## src/rtl/float_accumulator_e4m3.sv

```systemverilog
// rtl/float_accumulator_e4m3.sv - sequential E4M3 accumulator (align/add/normalize per element).
// Optional sticky overflow/underflow flags enabled with FLOAT_ACC_FLAGS_EN.
module float_accumulator_e4m3 #(
    parameter int GUARD = 3,
    parameter int CNT_W = 8
) (
    input  logic             clock,
    input  logic             reset,
    input  logic [7:0]       in_data,
    input  logic             in_valid,
    input  logic             in_last,
    output logic             in_ready,
    output logic [7:0]       out_data,
    output logic [CNT_W-1:0] out_count,
    output logic             out_valid,
    input  logic             out_ready
`ifdef FLOAT_ACC_FLAGS_EN
    ,
    output logic             out_ovf,
    output logic             out_unf
`endif
);
    // Significand layout: carry | hidden | 3 mantissa | GUARD guard bits.
    localparam int SW = 5 + GUARD;
    localparam logic [3:0] FW4 = 4'(4 + GUARD);
    localparam logic [SW-1:0] SIG_MAX = {2'b01, 3'b111, {GUARD{1'b0}}};

    typedef enum logic [2:0] {S_IDLE, S_ALIGN, S_ADD, S_NORM, S_DONE} state_t;

    state_t          state, state_nxt, state_fin;
    logic            acc_sign, acc_sign_nxt;
    logic [3:0]      acc_exp, acc_exp_nxt;
    logic [SW-1:0]   acc_sig, acc_sig_nxt;
    logic            op_sign, op_sign_nxt;
    logic [3:0]      op_exp, op_exp_nxt;
    logic [SW-1:0]   op_sig, op_sig_nxt;
    logic            last_q, last_nxt;
    logic [CNT_W-1:0] count, count_nxt;
    logic [3:0]      exp_diff;
    logic            sum_sign;
    logic [SW-1:0]   sum_mag;
`ifdef FLOAT_ACC_FLAGS_EN
    logic            ovf_q, ovf_nxt, unf_q, unf_nxt;
    assign out_ovf = ovf_q;
    assign out_unf = unf_q;
`endif

    assign in_ready  = (state == S_IDLE);
    assign out_valid = (state == S_DONE);
    assign exp_diff  = (acc_exp >= op_exp) ? (acc_exp - op_exp) : (op_exp - acc_exp);
    assign state_fin = last_q ? S_DONE : S_IDLE;

    // Sign-magnitude add; both inputs have a clear carry bit, so no overflow.
    always_comb begin
        sum_sign = acc_sign;
        sum_mag  = acc_sig + op_sig;
        if (acc_sign != op_sign) begin
            if (acc_sig >= op_sig) begin
                sum_mag = acc_sig - op_sig;
            end else begin
                sum_mag  = op_sig - acc_sig;
                sum_sign = op_sign;
            end
        end
    end

    always_comb begin
        state_nxt    = state;
        acc_sign_nxt = acc_sign;
        acc_exp_nxt  = acc_exp;
        acc_sig_nxt  = acc_sig;
        op_sign_nxt  = op_sign;
        op_exp_nxt   = op_exp;
        op_sig_nxt   = op_sig;
        last_nxt     = last_q;
        count_nxt    = count;
`ifdef FLOAT_ACC_FLAGS_EN
        ovf_nxt      = ovf_q;
        unf_nxt      = unf_q;
`endif
        case (state)
            S_IDLE: begin
                if (in_valid) begin
                    op_sign_nxt = in_data[7];
                    op_exp_nxt  = in_data[6:3];
                    op_sig_nxt  = (in_data[6:3] == 4'd0) ? '0
                                : {2'b01, in_data[2:0], {GUARD{1'b0}}};
                    last_nxt    = in_last;
                    if (count != '1) count_nxt = count + 1'b1;
                    state_nxt   = S_ALIGN;
                end
            end
            S_ALIGN: begin
                // A zero accumulator has exp 0 and significand 0, so it aligns away naturally.
                if (acc_exp >= op_exp) begin
                    op_sig_nxt = (exp_diff >= FW4) ? '0 : (op_sig >> exp_diff);
                end else begin
                    acc_sig_nxt = (exp_diff >= FW4) ? '0 : (acc_sig >> exp_diff);
                    acc_exp_nxt = op_exp;
                end
                state_nxt = S_ADD;
            end
            S_ADD: begin
                if (sum_mag == '0) begin
                    acc_sign_nxt = 1'b0;
                    acc_exp_nxt  = 4'd0;
                    acc_sig_nxt  = '0;
                    state_nxt    = state_fin;
                end else begin
                    acc_sign_nxt = sum_sign;
                    acc_sig_nxt  = sum_mag;
                    state_nxt    = S_NORM;
                end
            end
            S_NORM: begin
                if (acc_sig[SW-1]) begin
                    if (acc_exp == 4'hF) begin
                        acc_sig_nxt = SIG_MAX;
`ifdef FLOAT_ACC_FLAGS_EN
                        ovf_nxt     = 1'b1;
`endif
                    end else begin
                        acc_sig_nxt = acc_sig >> 1;
                        acc_exp_nxt = acc_exp + 4'd1;
                    end
                    state_nxt = state_fin;
                end else if (!acc_sig[SW-2]) begin
                    if (acc_exp == 4'd1) begin
                        acc_sign_nxt = 1'b0;
                        acc_exp_nxt  = 4'd0;
                        acc_sig_nxt  = '0;
`ifdef FLOAT_ACC_FLAGS_EN
                        unf_nxt      = 1'b1;
`endif
                        state_nxt    = state_fin;
                    end else begin
                        acc_sig_nxt = acc_sig << 1;
                        acc_exp_nxt = acc_exp - 4'd1;
                    end
                end else begin
                    state_nxt = state_fin;
                end
            end
            S_DONE: begin
                if (out_ready) begin
                    acc_sign_nxt = 1'b0;
                    acc_exp_nxt  = 4'd0;
                    acc_sig_nxt  = '0;
                    count_nxt    = '0;
`ifdef FLOAT_ACC_FLAGS_EN
                    ovf_nxt      = 1'b0;
                    unf_nxt      = 1'b0;
`endif
                    state_nxt    = S_IDLE;
                end
            end
            default: state_nxt = S_IDLE;
        endcase
    end

    always_ff @(posedge clock) begin
        if (reset) begin
            state     <= S_IDLE;
            acc_sign  <= 1'b0;
            acc_exp   <= 4'd0;
            acc_sig   <= '0;
            op_sign   <= 1'b0;
            op_exp    <= 4'd0;
            op_sig    <= '0;
            last_q    <= 1'b0;
            count     <= '0;
            out_data  <= 8'h00;
            out_count <= '0;
`ifdef FLOAT_ACC_FLAGS_EN
            ovf_q     <= 1'b0;
            unf_q     <= 1'b0;
`endif
        end else begin
            state    <= state_nxt;
            acc_sign <= acc_sign_nxt;
            acc_exp  <= acc_exp_nxt;
            acc_sig  <= acc_sig_nxt;
            op_sign  <= op_sign_nxt;
            op_exp   <= op_exp_nxt;
            op_sig   <= op_sig_nxt;
            last_q   <= last_nxt;
            count    <= count_nxt;
`ifdef FLOAT_ACC_FLAGS_EN
            ovf_q    <= ovf_nxt;
            unf_q    <= unf_nxt;
`endif
            if (state_nxt == S_DONE && state != S_DONE) begin
                out_data  <= {acc_sign_nxt, acc_exp_nxt, acc_sig_nxt[SW-3 -: 3]};
                out_count <= count_nxt;
            end
        end
    end
endmodule
```

## config.mk

```make
export PLATFORM = sky130hd
export DESIGN_NAME = float_accumulator_e4m3
export DESIGN_NICKNAME = d
export VERILOG_FILES = /design/src/rtl/float_accumulator_e4m3.sv
export SDC_FILE = /design/constraint.sdc
export NUM_CORES = 1
export LEC_CHECK = 0
export BUFFER_PORTS_ARGS = -buffer_cell sky130_fd_sc_hd__buf_2
export CAP_MARGIN = 40
export CORE_MARGIN = 3
export CORE_UTILIZATION = 25
export CTS_CLUSTER_DIAMETER = 150
export CTS_CLUSTER_SIZE = 20
export DETAILED_ROUTE_END_ITERATION = 6
export GPL_TIMING_DRIVEN = 0
export PLACE_DENSITY = 0.45
export SETUP_SLACK_MARGIN = 0.02
export SKIP_CTS_REPAIR_TIMING = 1
export SLEW_MARGIN = 20
export SYNTH_ARGS = -nofsm -noshare
export SYNTH_HDL_FRONTEND = slang
export SYNTH_SLANG_ARGS = --single-unit
```

## constraint.sdc

```tcl
create_clock -name clock -period 4.8 [get_ports clock]
set_input_delay 0.24 -clock clock [delete_from_list [all_inputs] [get_ports clock]]
set_output_delay 0.24 -clock clock [all_outputs]
set_load 0.05 [all_outputs]
```

; Word-level counts from Yosys, hierarchy flattened
; Index checks and enable logic that the tools add are counted.
[totals]
register_bits = 54
latchBits = 0
ramBits = 0
rom_bits = 0
input_bits = 13
elab_cells = 96
memories = 0
[classes]
add_sub_neg = 8
multipliers = 0
div = 0
order_cmp = 3
n_eq_ne = 15
shifts = 2
muxes = 45
n_bitwise = 0
n_reduce_logical = 10
[ops]
columns = op, count
row1 = $mux W8, 13
row2 = $mux W4, 8
row3 = $pmux W8 S2, 2
row4 = $pmux W8 S4, 1
row5 = $mux W3, 7
row6 = $mux W7, 3
row7 = $pmux W4 S4, 1
row8 = $shr A8 B4 Y8, 2
row9 = $sub A8 B8 Y8, 2
row10 = $pmux W3 S5, 1
row11 = $add A8 B1 Y8 const B, 1
row12 = $add A8 B8 Y8, 1
row13 = $ge A8 B8 Y1, 1
row14 = $logic_not A8 Y1, 1
row15 = $ne A8 B8 Y1 const B, 1
row16 = $sub A4 B4 Y4, 2
row17 = $mux W1, 7
row18 = $eq A3 B2 Y1 const B, 2
row19 = $eq A3 B3 Y1 const B, 2
row20 = $mux W6, 1
row21 = $ne A2 B2 Y1 const B, 3
row22 = $ne A3 B3 Y1 const B, 2
row23 = $reduce_and A3 Y1, 2
row24 = $add A4 B1 Y4 const B, 1
row25 = 16 further kinds, 16

; Depth between registers and ports, before layout
[depth]
word_depth = 8
depth_mapped = 16
ltp_nobuf = 13

; Worst setup path after synthesis
; No wires, ideal clock.
[synth_path]
kind = register -> register
startpoint = register acc_sig[6]
endpoint = register out_count[0]
arrival_time_ns = 3.586
required_ns = 4.679
path_slack_ns = 1.092
stages_incl_launch_ff = 17
n_path_buf = 5
period_less_slack_ns = 3.708
path_cell_list = dfxtp_1 > clkbuf_1 > inv_1 > ha_1 > buf_2 > nand4_2 > a31oi_4 > or2_1 > buf_4 > nor3_1 > or4_4 > a2111oi_4 > and3_1 > buf_4 > o211ai_4 > buf_6 > mux2_4
[synth_between]
elab_chain_len = 8
elab_cells_between_ends = 13
cone_classes = 3 x add/sub / 1 x order compare / 1 x eq/ne / 6 x mux / 2 x reduce/logical
[synth_rtl]
columns = item, line_no
row1 = from (decl), 33  ; logic [SW-1:0] acc_sig, acc_sig_nxt;
row2 = from (signal assigned), 182  ; acc_sig <= acc_sig_nxt;
row3 = $sub A8 B8 Y8 (tied with other cells), 61  ; sum_mag = op_sig - acc_sig;
row4 = $mux W8, 58  ; if (acc_sig >= op_sig) begin
row5 = $mux W8, 57  ; if (acc_sign != op_sign) begin
row6 = $logic_not A8 Y1, 104  ; if (sum_mag == '0) begin
row7 = $mux W3, 104
row8 = $pmux W3 S5 (*), 81  ; case (state)
row9 = $eq A3 B3 Y1 (*), 192  ; if (state_nxt == S_DONE && state != S_DONE) begin
row10 = $logic_and A1 B1 Y1 (*), 192
row11 = to (signal assigned), 194  ; out_count <= count_nxt;
row12 = to (decl), 14  ; output logic [CNT_W-1:0] out_count,
; Every way passes the cells marked *; elsewhere a longest branch is shown, timed or not.
; A chain may end at the register's enable or synchronous reset.

; Worst setup path in the final report
[layout_path]
startpoint = register acc_sig[3]
endpoint = register out_data[3]
[layout_between]
elab_chain_len = 8
elab_cells_between_ends = 13
cone_classes = 3 x add/sub / 1 x order compare / 1 x eq/ne / 6 x mux / 2 x reduce/logical
[layout_rtl]
columns = item, line_no
row1 = $sub A8 B8 Y8 (tied with other cells), 61
row2 = $mux W8, 58
row3 = $mux W8 (*), 57
row4 = $logic_not A8 Y1 (*), 104
row5 = $mux W3, 104
row6 = $pmux W3 S5, 81
row7 = $eq A3 B3 Y1, 192
row8 = $logic_and A1 B1 Y1, 192
row9 = to (signal assigned), 193  ; out_data <= {acc_sign_nxt, acc_exp_nxt, acc_sig_nxt[SW-3 -: 3]};
row10 = to (decl), 13  ; output logic [7:0] out_data,
; Marks and branches as above.

==> summary.md <==
| Metric | Value |
|---|---|
| Clock buffer depth | 2 |
| Outcome | finished, final reports clean |
| Starting DRT DRC Count | 403 |
| Crit. End Element | flip-flop |
| Pin count of the biggest net entering global routing | 19 |
| YS warnings | 0 |
| CTS buffer count | 5 |
| Syn avg cell area | between 7 and 8 sq um |
| Final Util | approximately 29% |
| First-pass GRT wire length | approximately 24000 um |
| Flop and latch count out of synthesis | between 50 and 60 |
| Critical path's top delay family | compound AO/OA/AOI/OAI gates |
| CP Max Fanout | 10 |
| Worst-path clk slew | 0.07 ns |
| Antenna diodes | 0 |
| Clock sink count | 54 |
| Post-DR vias/cell | 5.268 |
| Via count | about 4400 |
| Die Ht | around 140 um |
| Io pins | 31 |
| Worst Hold Class | primary input to flip-flop |
| Post-DRT Antenna Nets | 0 |
| Number of iterations in the first detailed-routing pass | 5 |
| Most Used Layer, Global Route | met2 |
| Met1 usage | ~21% |
| Largest family of logic cells by synthesized area | compound AO/OA/AOI/OAI gates |
| Clock Skews | ~0.0076 ns |
| Mapped cell area | approximately 0.0045 sq mm |
| Post-Synth Adder-Cell Area | 11.31% |
| Pwr/cell area | 428.3 mW/mm^2 |
| Max_cap viols | 0 |
| Final instance area | ~0.005 sq mm |
| Endpoints failing setup | 0 |
| Worst vdd ir | ~0.00019 V |
| Met3 Usage GRT | between 1.5 and 2% |
| Pins Over Slew Limit | 0 |
| Clock Tree Root | clkbuf_16 |
| DR WL/cell | between 15 and 20 um |
| FF-to-FF Start | acc_sig[3] |
| Port Buffers | 30 |
| Final worst path period share | between 90% and 100% |
| Crit path from | acc_sig[3] |
| Slew headroom | about half |
| Slowest cell on the critical path | o31ai_1 |
| Row cnt | 48 |
| Standby leakage power | 2.034 nW |
| TritonCTS clock tree | built |
| Least-Margin Pin Slew | between 0.7 and 0.8 ns |
| Complex-gate fraction of the synthesized area | between 20% and 30% |
| Drt drc | 0 |
| Dpl hpwl | 11740 um |
| Async SR Flop Fraction | 0% |
| EDFF count, synth | 0 |
| Final Hold Vio Count | 0 |
| Initial Util | 25.86% |
| WP data required | about 5.0 ns |
| Clk_lat worst skew | 0.30 ns |
| Pwr Total | roughly 2.2 mW |
| DIE AREA | between 0.015 and 0.02 sq mm |
| Post-Synth XOR/XNOR Area | under 10% |
| DP Area | ~0.005 sq mm |
| GP Congestion | 0.8929 |
| Area Overhead vs Synth | 13.57% |
| Mux cell area share after synthesis | under 10% |
| Htree depth | 2 |
| Global route overflow | 0 |
| Core Region | ~0.018 sq mm |
| Hold Path Origin | in_last |
| Hold_ws | 0.1851 ns |
| Share of cells above drive strength 1 | 11.53% |
| Unrepaired setup endpoints after global routing | no |
| CP bufs+invs | 3 |
| WP data arrival | about 4.6 ns |
| Layout Nets | between 600 and 700 |
| Synth Instances | roughly 580 |
| Main synth FF type | dfxtp_1 |
| Post-synthesis sequential area ratio | a little under a quarter |
| Synth Area in Simple Gates | between 20% and 30% |
| Syn Nets | 627 |
| Post-synth cell types | 73 |
| Vias in the first global route | about 4400 |
| Total GRT Usage | 14.89% |
| CP startpoint kind | flip-flop |
| Highest cell delay on the worst timing path | roughly 0.59 ns |
| Min Clock Period, post-route | 4.433 ns |
| CP Cell Sequence | inv_1 > ha_1 > a21oi_1 > a31oi_4 > nor2_1 > nor3_1 > o31ai_1 > a2111oi_4 > and3_1 > buf_4 > o211ai_4 > buf_6 > mux2_4 |
| Crit Path Category | flip-flop to flip-flop |
| Initial antenna violation count | 0 |
| Synth area leader | dfxtp_1 |
| Synth top area share | 23.83% |
| Total Wirelength | between 10000 and 15000 um |
| Fmax | between 200 and 250 MHz |
| Synth top area cells | dfxtp_1 (24%), ha_1 (9.1%), a21oi_1 (6.2%), nand2_1 (5.5%), nor2_1 (3.4%) |
| Met2 GRT Util | between 20% and 30% |
| Die width | roughly 140 um |
-- synth_stat cells, types with 5 or more instances --
cell,instances
o31ai_1,9
nor3_1,18
nand3_1,17
nor2b_1,17
mux2i_1,9
a31oi_1,8
nand2b_1,6
xnor2_1,5
mux4_2,5
and2_1,5
nand2_1,67
ha_1,33
mux2_4,5
dfxtp_1,54
nor2_1,41
a211oi_1,15
or3_1,5
fa_1,5
and3_1,7
clkbuf_1,16
mux2_1,7
a221oi_1,5
a21oi_1,56
o21ai_0,28
buf_4,5
inv_1,39
a21o_1,5
-- report_power, final --
part	switching (mW)	total [mW]	internal [mW]
combinational	0.795	1.21	0.417
sequential	0.0718	0.557	0.485
clock	0.186	0.437	0.251
total	1.05	2.21	1.15
-- through the flow --
step | setup TNS (ns) | worst slack [ns] | cells
6_report | 0 | 0.3670 | 841
5_1_grt | 0 | 0.1724 | 841
4_1_cts | 0 | 0.2534 | 840
3_5_place_dp | 0 | 0.3126 | 832
3_3_place_gp | -0.1953 | -0.04449 | 831
2_1_floorplan | 0 | 1.092 | 576
-- logic make-up (layout without fill, tap and decap cells) --
| family | Yosys count | after routing |
|---|---|---|
| and+or+nand+nor | 203 | 203 |
| AOI/OAI and AO/OA | 178 | 178 |
| buffers and inverters | 66 | 106 |
| DFF | 54 | 54 |
| adders and majority gates | 38 | 38 |
| muxes | 28 | 28 |
| xor gates and xnor gates | 9 | 9 |
-- cells in the final DEF (no fill, tap or decap), types with 6 or more instances in the layout --
cell      Yosys  final
nand2b_1      6      6
a31oi_1       8      8
nor2_1       41     41
dfxtp_1      54     54
and3_1        7      7
buf_2         2     34
mux2i_1       9      9
o21ai_0      28     28
nand2_1      67     67
ha_1         33     33
inv_1        39     39
a211oi_1     15     15
nor3_1       18     18
mux2_1        7      7
clkbuf_1     16     15
nand3_1      17     17
nor2b_1      17     17
a21oi_1      56     56
o31ai_1       9      9
-- metal layers --
metal  vias to the layer above  part of all wire, %
met4                         0                  2.3
met5                         -                    0
met2                       129                   46
li1                       2188                    -
met1                      2083                   48
met3                        30                  4.1
-- final timing paths --
path         slack (ns)           to  cells past startpoint
max                0.37  out_data[3]                     13
min                0.19       last_q                      3
max reg2reg        0.37  out_data[3]                     13
min reg2reg        0.46  out_data[6]                      2
-- worst reg2reg max path: cells and delay by family, from the launching register on --
kind / cells / cell delay, ns
compound gates: 5 / 1.66
flops: 1 / 0.58
mux: 1 / 0.32
simple gates: 3 / 0.85
buf+inv: 3 / 0.58
fa+ha+maj: 1 / 0.34
-- registers in the layout, summed over array words and instances (netlist names) --
signal and cells:
op_sign 1, acc_sign 1, acc_exp 4, last_q 1, count 8, op_exp 4
out_count 8, out_data 8, op_sig 8, state 3, acc_sig 8
-- final cells by class --
| type | count | area [sq um] |
|---|---|---|
| fill | 1916 | 12390 |
| sequential | 54 | 1081 |
| inverter | 40 | 150.1 |
| clock buffer | 5 | 125.1 |
| buffer | 26 | 127.6 |
| timing repair buffer | 32 | 160.2 |
| multi-input combinational | 456 | 3178 |
| tap | 225 | 281.5 |
| clock inverter | 3 | 47.55 |
Note: power is estimated with default switching activity, not from simulation.
